===== src/rtl/signal_conditioner.sv =====
// ----------------------------------------------------------------------------
// signal_conditioner
//
// Turns an asynchronous, possibly bouncing external input into a clean,
// clock-synchronous level for the downstream edge detector. A SYNC_STAGES-deep
// flop chain brings raw_in into the clk domain. A two-state debounce FSM
// (STABLE / CHECK) then only lets signal_out follow the synchronized value
// after DEBOUNCE_CYCLES consecutive samples that disagree with it.
//
// Optional feature macro: SIGNAL_COND_GLITCH_CNT_EN
//   defined   : glitch_count is a saturating count of rejected candidates
//   undefined : glitch_count is tied to zero and no counter flops exist
//
// Parameters
//   SYNC_STAGES     synchronizer depth (>= 2)
//   DEBOUNCE_CYCLES stable samples needed before signal_out changes (>= 1)
//   GLITCH_W        width of glitch_count
//
// Ports
//   clk          rising-edge clock
//   rst          asynchronous active-high reset
//   raw_in       asynchronous external input
//   signal_out   debounced, registered level
//   busy         registered, high while a candidate transition is qualified
//   glitch_count rejected candidate transitions (saturating)
// ----------------------------------------------------------------------------
module signal_conditioner #(
   parameter int SYNC_STAGES     = 2,
   parameter int DEBOUNCE_CYCLES = 4,
   parameter int GLITCH_W        = 8
) (
   input  logic                clk,
   input  logic                rst,
   input  logic                raw_in,
   output logic                signal_out,
   output logic                busy,
   output logic [GLITCH_W-1:0] glitch_count
);

   localparam int CNT_W = $clog2(DEBOUNCE_CYCLES + 1);
   // cnt + 1 == DEBOUNCE_CYCLES is the same test as cnt == DEBOUNCE_CYCLES - 1
   localparam logic [CNT_W-1:0] CNT_LAST = CNT_W'(DEBOUNCE_CYCLES - 1);

   typedef enum logic [0:0] {
      ST_STABLE = 1'b0,
      ST_CHECK  = 1'b1
   } state_t;

   logic [SYNC_STAGES-1:0] sync_chain_d, sync_chain_q;
   logic                   sync_q;
   state_t                 state_d, state_q;
   logic [CNT_W-1:0]       cnt_d, cnt_q;
   logic                   signal_out_d, signal_out_q;
   logic                   busy_d, busy_q;

   // Synchronizer shift: bit 0 takes raw_in, the top bit is the synchronized sample.
   always_comb begin
      sync_chain_d = {sync_chain_q[SYNC_STAGES-2:0], raw_in};
   end

   assign sync_q = sync_chain_q[SYNC_STAGES-1];

   // Debounce next-state logic; bounce-back is tested before counter completion.
   always_comb begin
      state_d      = state_q;
      cnt_d        = cnt_q;
      signal_out_d = signal_out_q;
      case (state_q)
         ST_STABLE: begin
            cnt_d = {CNT_W{1'b0}};
            if (sync_q != signal_out_q) begin
               if (DEBOUNCE_CYCLES == 1) begin
                  // A single agreeing sample is already enough qualification
                  signal_out_d = ~signal_out_q;
                  state_d      = ST_STABLE;
               end else begin
                  cnt_d   = CNT_W'(1);
                  state_d = ST_CHECK;
               end
            end else begin
               state_d = ST_STABLE;
            end
         end
         ST_CHECK: begin
            if (sync_q == signal_out_q) begin
               cnt_d   = {CNT_W{1'b0}};
               state_d = ST_STABLE;
            end else if (cnt_q == CNT_LAST) begin
               signal_out_d = ~signal_out_q;
               cnt_d        = {CNT_W{1'b0}};
               state_d      = ST_STABLE;
            end else begin
               cnt_d   = cnt_q + CNT_W'(1);
               state_d = ST_CHECK;
            end
         end
         default: begin
            cnt_d   = {CNT_W{1'b0}};
            state_d = ST_STABLE;
         end
      endcase
      // busy is a registered copy of "next state is CHECK"
      busy_d = (state_d == ST_CHECK);
   end

   // Synchronizer, FSM, counter and output registers.
   always_ff @(posedge clk or posedge rst) begin
      if (rst) begin
         sync_chain_q <= {SYNC_STAGES{1'b0}};
         state_q      <= ST_STABLE;
         cnt_q        <= {CNT_W{1'b0}};
         signal_out_q <= 1'b0;
         busy_q       <= 1'b0;
      end else begin
         sync_chain_q <= sync_chain_d;
         state_q      <= state_d;
         cnt_q        <= cnt_d;
         signal_out_q <= signal_out_d;
         busy_q       <= busy_d;
      end
   end

   assign signal_out = signal_out_q;
   assign busy       = busy_q;

`ifdef SIGNAL_COND_GLITCH_CNT_EN
   logic                glitch_inc_s;
   logic [GLITCH_W-1:0] glitch_d, glitch_q;

   // A candidate is rejected when CHECK sees the input fall back to the output level.
   assign glitch_inc_s = (state_q == ST_CHECK) && (sync_q == signal_out_q);

   // Saturating increment: holds at all-ones instead of wrapping.
   always_comb begin
      if (glitch_inc_s && (glitch_q != {GLITCH_W{1'b1}})) begin
         glitch_d = glitch_q + GLITCH_W'(1);
      end else begin
         glitch_d = glitch_q;
      end
   end

   // Glitch counter register.
   always_ff @(posedge clk or posedge rst) begin
      if (rst) begin
         glitch_q <= {GLITCH_W{1'b0}};
      end else begin
         glitch_q <= glitch_d;
      end
   end

   assign glitch_count = glitch_q;
`else
   assign glitch_count = {GLITCH_W{1'b0}};
`endif

endmodule


===== config.mk =====
export PLATFORM = sky130hd
export DESIGN_NAME = signal_conditioner
export DESIGN_NICKNAME = d
export VERILOG_FILES = /design/src/rtl/signal_conditioner.sv
export SDC_FILE = /design/constraint.sdc
export NUM_CORES = 1
export LEC_CHECK = 0
export ABC_AREA = 1
export ABC_CLOCK_PERIOD_IN_PS = 1550
export CAP_MARGIN = 20
export CORE_AREA = 2 2 39 41
export CTS_BUF_LIST = sky130_fd_sc_hd__clkbuf_2
export CTS_CLUSTER_DIAMETER = 150
export DETAILED_ROUTE_END_ITERATION = 6
export DIE_AREA = 0 0 41 43
export SYNTH_ARGS = -nofsm -noshare
export SYNTH_HDL_FRONTEND = slang
export SYNTH_SLANG_ARGS = --single-unit

===== constraint.sdc =====
create_clock -name clk -period 1.55 [get_ports clk]
set_input_delay 0.155 -clock clk [delete_from_list [all_inputs] [get_ports clk]]
set_output_delay 0.155 -clock clk [all_outputs]
set_load 0.01 [all_outputs]

==> results of run 1 <==
## registers in the layout, summed over array words and instances, names as in the netlist
signal and flops:
signal_out 1, sync_chain_q 2, busy 1, cnt_q 3
## cell type report
| cell class | count | area (sq um) | share of cell area (%) |
|---|---|---|---|
| Inverter | 7 | 26.3 | 6.82 |
| Clock buffer | 4 | 20.0 | 5.19 |
| Multi-Input combinational cell | 23 | 104 | 26.9 |
| Tap cell | 16 | 20.0 | 5.19 |
| Timing Repair Buffer | 4 | 40.0 | 10.4 |
| Sequential cell | 7 | 175 | 45.5 |
## per-stage QoR
stage	power, mW	instances	area [sq um]
floorplan	0.365	45	365
global placement	0.413	57	365
detailed placement	0.418	57	365
CTS	0.561	61	385
global route	0.598	61	385
finish	0.547	61	385
## worst min-delay path by stage
stage / from / to / depth (start not counted)
CTS: rst / busy$_DFF_PP0_ / 2
global route: rst / cnt_q[0]$_DFF_PP0_ / 2
detailed placement: sync_chain_q[0]$_DFF_PP0_ / sync_chain_q[1]$_DFF_PP0_ / 0
global placement: sync_chain_q[0]$_DFF_PP0_ / sync_chain_q[1]$_DFF_PP0_ / 0
floorplan: rst / busy$_DFF_PP0_ / 1
finish: rst / busy$_DFF_PP0_ / 2
## power groups by stage
stage	logic, mW	registers, mW	clock network (mW)
after CTS	0.156	0.258	0.147
after floorplan	0.0984	0.266	0
after global placement	0.152	0.261	0
final	0.152	0.258	0.137
after global routing	0.182	0.265	0.151
after detailed placement	0.157	0.261	0
## metal layers
layer | vias up | global-route usage (%)
met1 | 101 | 8.05
met3 | 2 | 1.57
met4 | 0 | 8.00
met2 | 12 | 9.38
met5 | - | 0
li1 | 107 | -
## cells by family after synthesis
logic type	synth area share [%]
compound gates	2.95
simple gates	15.1
fa+ha+maj	3.69
other cells	1.11
buf+inv	25.5
flops	51.7
## synthesized netlist by cell type, drive strengths merged
| cell type | n |
|---|---|
| nand3 | 1 |
| ha | 1 |
| inv | 7 |
| conb | 1 |
| o21ai | 2 |
| buf | 8 |
| nor2 | 3 |
| dfrtp | 7 |
| nand2 | 8 |
==> reports/qor.csv, run 1 <==
stage,metric,value,unit
die,Initial Util,24.5,%
timing,Setup-failing EPs final,0,
layout,fillers,156,
setup_path,critical path arrival,1180,ps
power_and_ir_drop,Int Pwr,367,uW
global_routing,antenna violations before repair,0,
power_and_ir_drop,pwr dens,1420,nW/um^2
setup_path,"Req. time, crit path",1390,ps
setup_path,"Buf+Inv Stages, Crit Path",1,
setup_path,Crit path depth,1,
clocking,H-tree levels,1,
power_and_ir_drop,Psw,180,uW
timing,"Hold Violations, Final",0,
logic_synthesis,post-synthesis cell count,38,
drt,DRC Markers,0,
power_and_ir_drop,Worst VDD drop,0.440,mV
power_and_ir_drop,share of power burned in registers,47.2,%
setup_path,Critical Path Fanout Max,4,
setup_path,critical path endpoint,busy,
drt,detailed-router iteration count before antenna repair,4,
layout,Final #Nets,50,
logic_synthesis,synth top area cells,"dfrtp_1 (52%), buf_4 (18%), nand2_1 (8.9%)",
setup_path,"Slowest-stage cell, CP",clkdlybuf4s50_1,
place,Setup WS pre-CTS,475,ps
worst_hold_path,worst min path class,input pin to asynchronous set/reset pin,
logic_synthesis,register bit total from synthesis,7,
clocking,postcts setup bufs,0,
logic_synthesis,register area share after synthesis,51.7,%
setup_path,max incr delay on CP,550,ps
drt,top sig layer,met4,
clocking,cts bufs inserted,3,
setup_path,Reg-to-Reg End,cnt_q[0]$_DFF_PP0_,
layout,fin util,27.8,%
drt,WL met3,30,microns
logic_synthesis,Unique masters post-synth,10,
power_and_ir_drop,Pleak,0.210,nW
logic_synthesis,mapped cell area,339,sq um
global_routing,largest net degree at the start of global routing,8,
setup_path,worst path cell trace,clkdlybuf4s50_1,
place,DP Wirelength,345,microns
die,Die Ht,43,microns
drt,DR WL/cell,7.18,microns
drt,DRT iter0 DRCs,2,
clocking,TritonCTS clock tree,built,
global_routing,GR Util All Layers,7.02,%
logic_synthesis,Synth warnings,0,
clocking,root buffer cell,clkbuf_2,
timing,fin worst setup slack,212,ps
timing,Setup Skew,4.07,ps
logic_synthesis,cell taking the most area after synthesis,dfrtp_1,
die,Die Area,1760,sq um
logic_synthesis,"Avg Cell Area, Syn",8.92,sq um
clocking,CTS Buffer Depth,2,
timing,Sum Neg Setup Slack,0,ps
setup_path,CP startpoint,busy$_DFF_PP0_,
setup_path,cell count of the worst reg-to-reg path,4,
timing,RSZ-0062 raised after global routing,no,
place,I/O Buffers,4,
setup_path,RR Startpoint,cnt_q[0]$_DFF_PP0_,
timing,fmax,0.747,GHz
drt,detailed-route via count,222,
clocking,post-CTS sizing,0,
power_and_ir_drop,Clock Power Share,25.0,%
die,die width,41,microns
global_routing,vias in the first global route,203,
clocking,later-pin clock latency in the skew report,230,ps
setup_path,Setup crit end kind,primary output,
layout,synthesis-to-finish area growth,13.7,%
power_and_ir_drop,Sw Ratio,32.8,%
timing,Final Critical Period,1340,ps
global_routing,first-pass GRT wire length,772,microns
setup_path,R2R setup slack,620,ps
drt,met2 WL,218,microns
drt,Via-to-Cell Ratio,3.64,
die,Core Region,1380,sq um
timing,max-slew violation count,0,
setup_path,Worst path top cell family by delay,buffers and inverters,
layout,antenna fix cells,0,
layout,most frequent cells in the layout,"nand2_1 (8), conb_1 (8), inv_1 (7), dfrtp_1 (7)",
clocking,CTS clock-pin slew for the worst setup and hold paths,70,ps
timing,final worst path period share,86.3,%
drt,routed wire length,438,microns
drt,Met1 Wirelength,172,microns
logic_synthesis,post-synth top area share,51.7,%
run,max-cap violations,0,
timing,final hold slack,138,ps
die,IO Count,13,
drt,ANT nets after route,0,
layout,layout cells sized above 1,11.1,%
global_routing,Overflow after GRT,0,
run_status,status,finished clean,
clocking,cts hold-fix bufs,0,
power_and_ir_drop,Gate power share,27.8,%
setup_path,crit path launch type,flop,
place,GPL Wtd Cong,0.650,
die,# rows,14,
setup_path,Crit Path Class,flop to primary output,
clocking,Clock Sinks,7,
Power figures use the tool's default switching activity.
==> run 2, diff against run 1 <==
--- a/config.mk
+++ b/config.mk
@@ -6,13 +6,14 @@
 export NUM_CORES = 1
 export LEC_CHECK = 0
 export ABC_AREA = 1
-export ABC_CLOCK_PERIOD_IN_PS = 1550
+export ABC_CLOCK_PERIOD_IN_PS = 1700
 export CAP_MARGIN = 20
 export CORE_AREA = 2 2 39 41
 export CTS_BUF_LIST = sky130_fd_sc_hd__clkbuf_2
 export CTS_CLUSTER_DIAMETER = 150
 export DETAILED_ROUTE_END_ITERATION = 6
 export DIE_AREA = 0 0 41 43
+export SLEW_MARGIN = 10
 export SYNTH_ARGS = -nofsm -noshare
 export SYNTH_HDL_FRONTEND = slang
 export SYNTH_SLANG_ARGS = --single-unit
==> constraint.sdc (replaced) <==
create_clock -name clk -period 1.7 [get_ports clk]
set_input_delay 0.17 -clock clk [delete_from_list [all_inputs] [get_ports clk]]
set_output_delay 0.17 -clock clk [all_outputs]
set_load 0.01 [all_outputs]
==> results of run 2 <==
Same layout as run 1 (identical final DEF). Status: finished clean.
Main changes from that run: setup slack after placement 475 ps -> 610 ps; setup slack after layout 212 ps -> 347 ps; hold slack 138 ps -> 153 ps; register-to-register setup slack 620 ps -> 770 ps; total power 0.547 mW -> 0.499 mW; worst IR drop on VDD 0.440 mV -> 0.401 mV
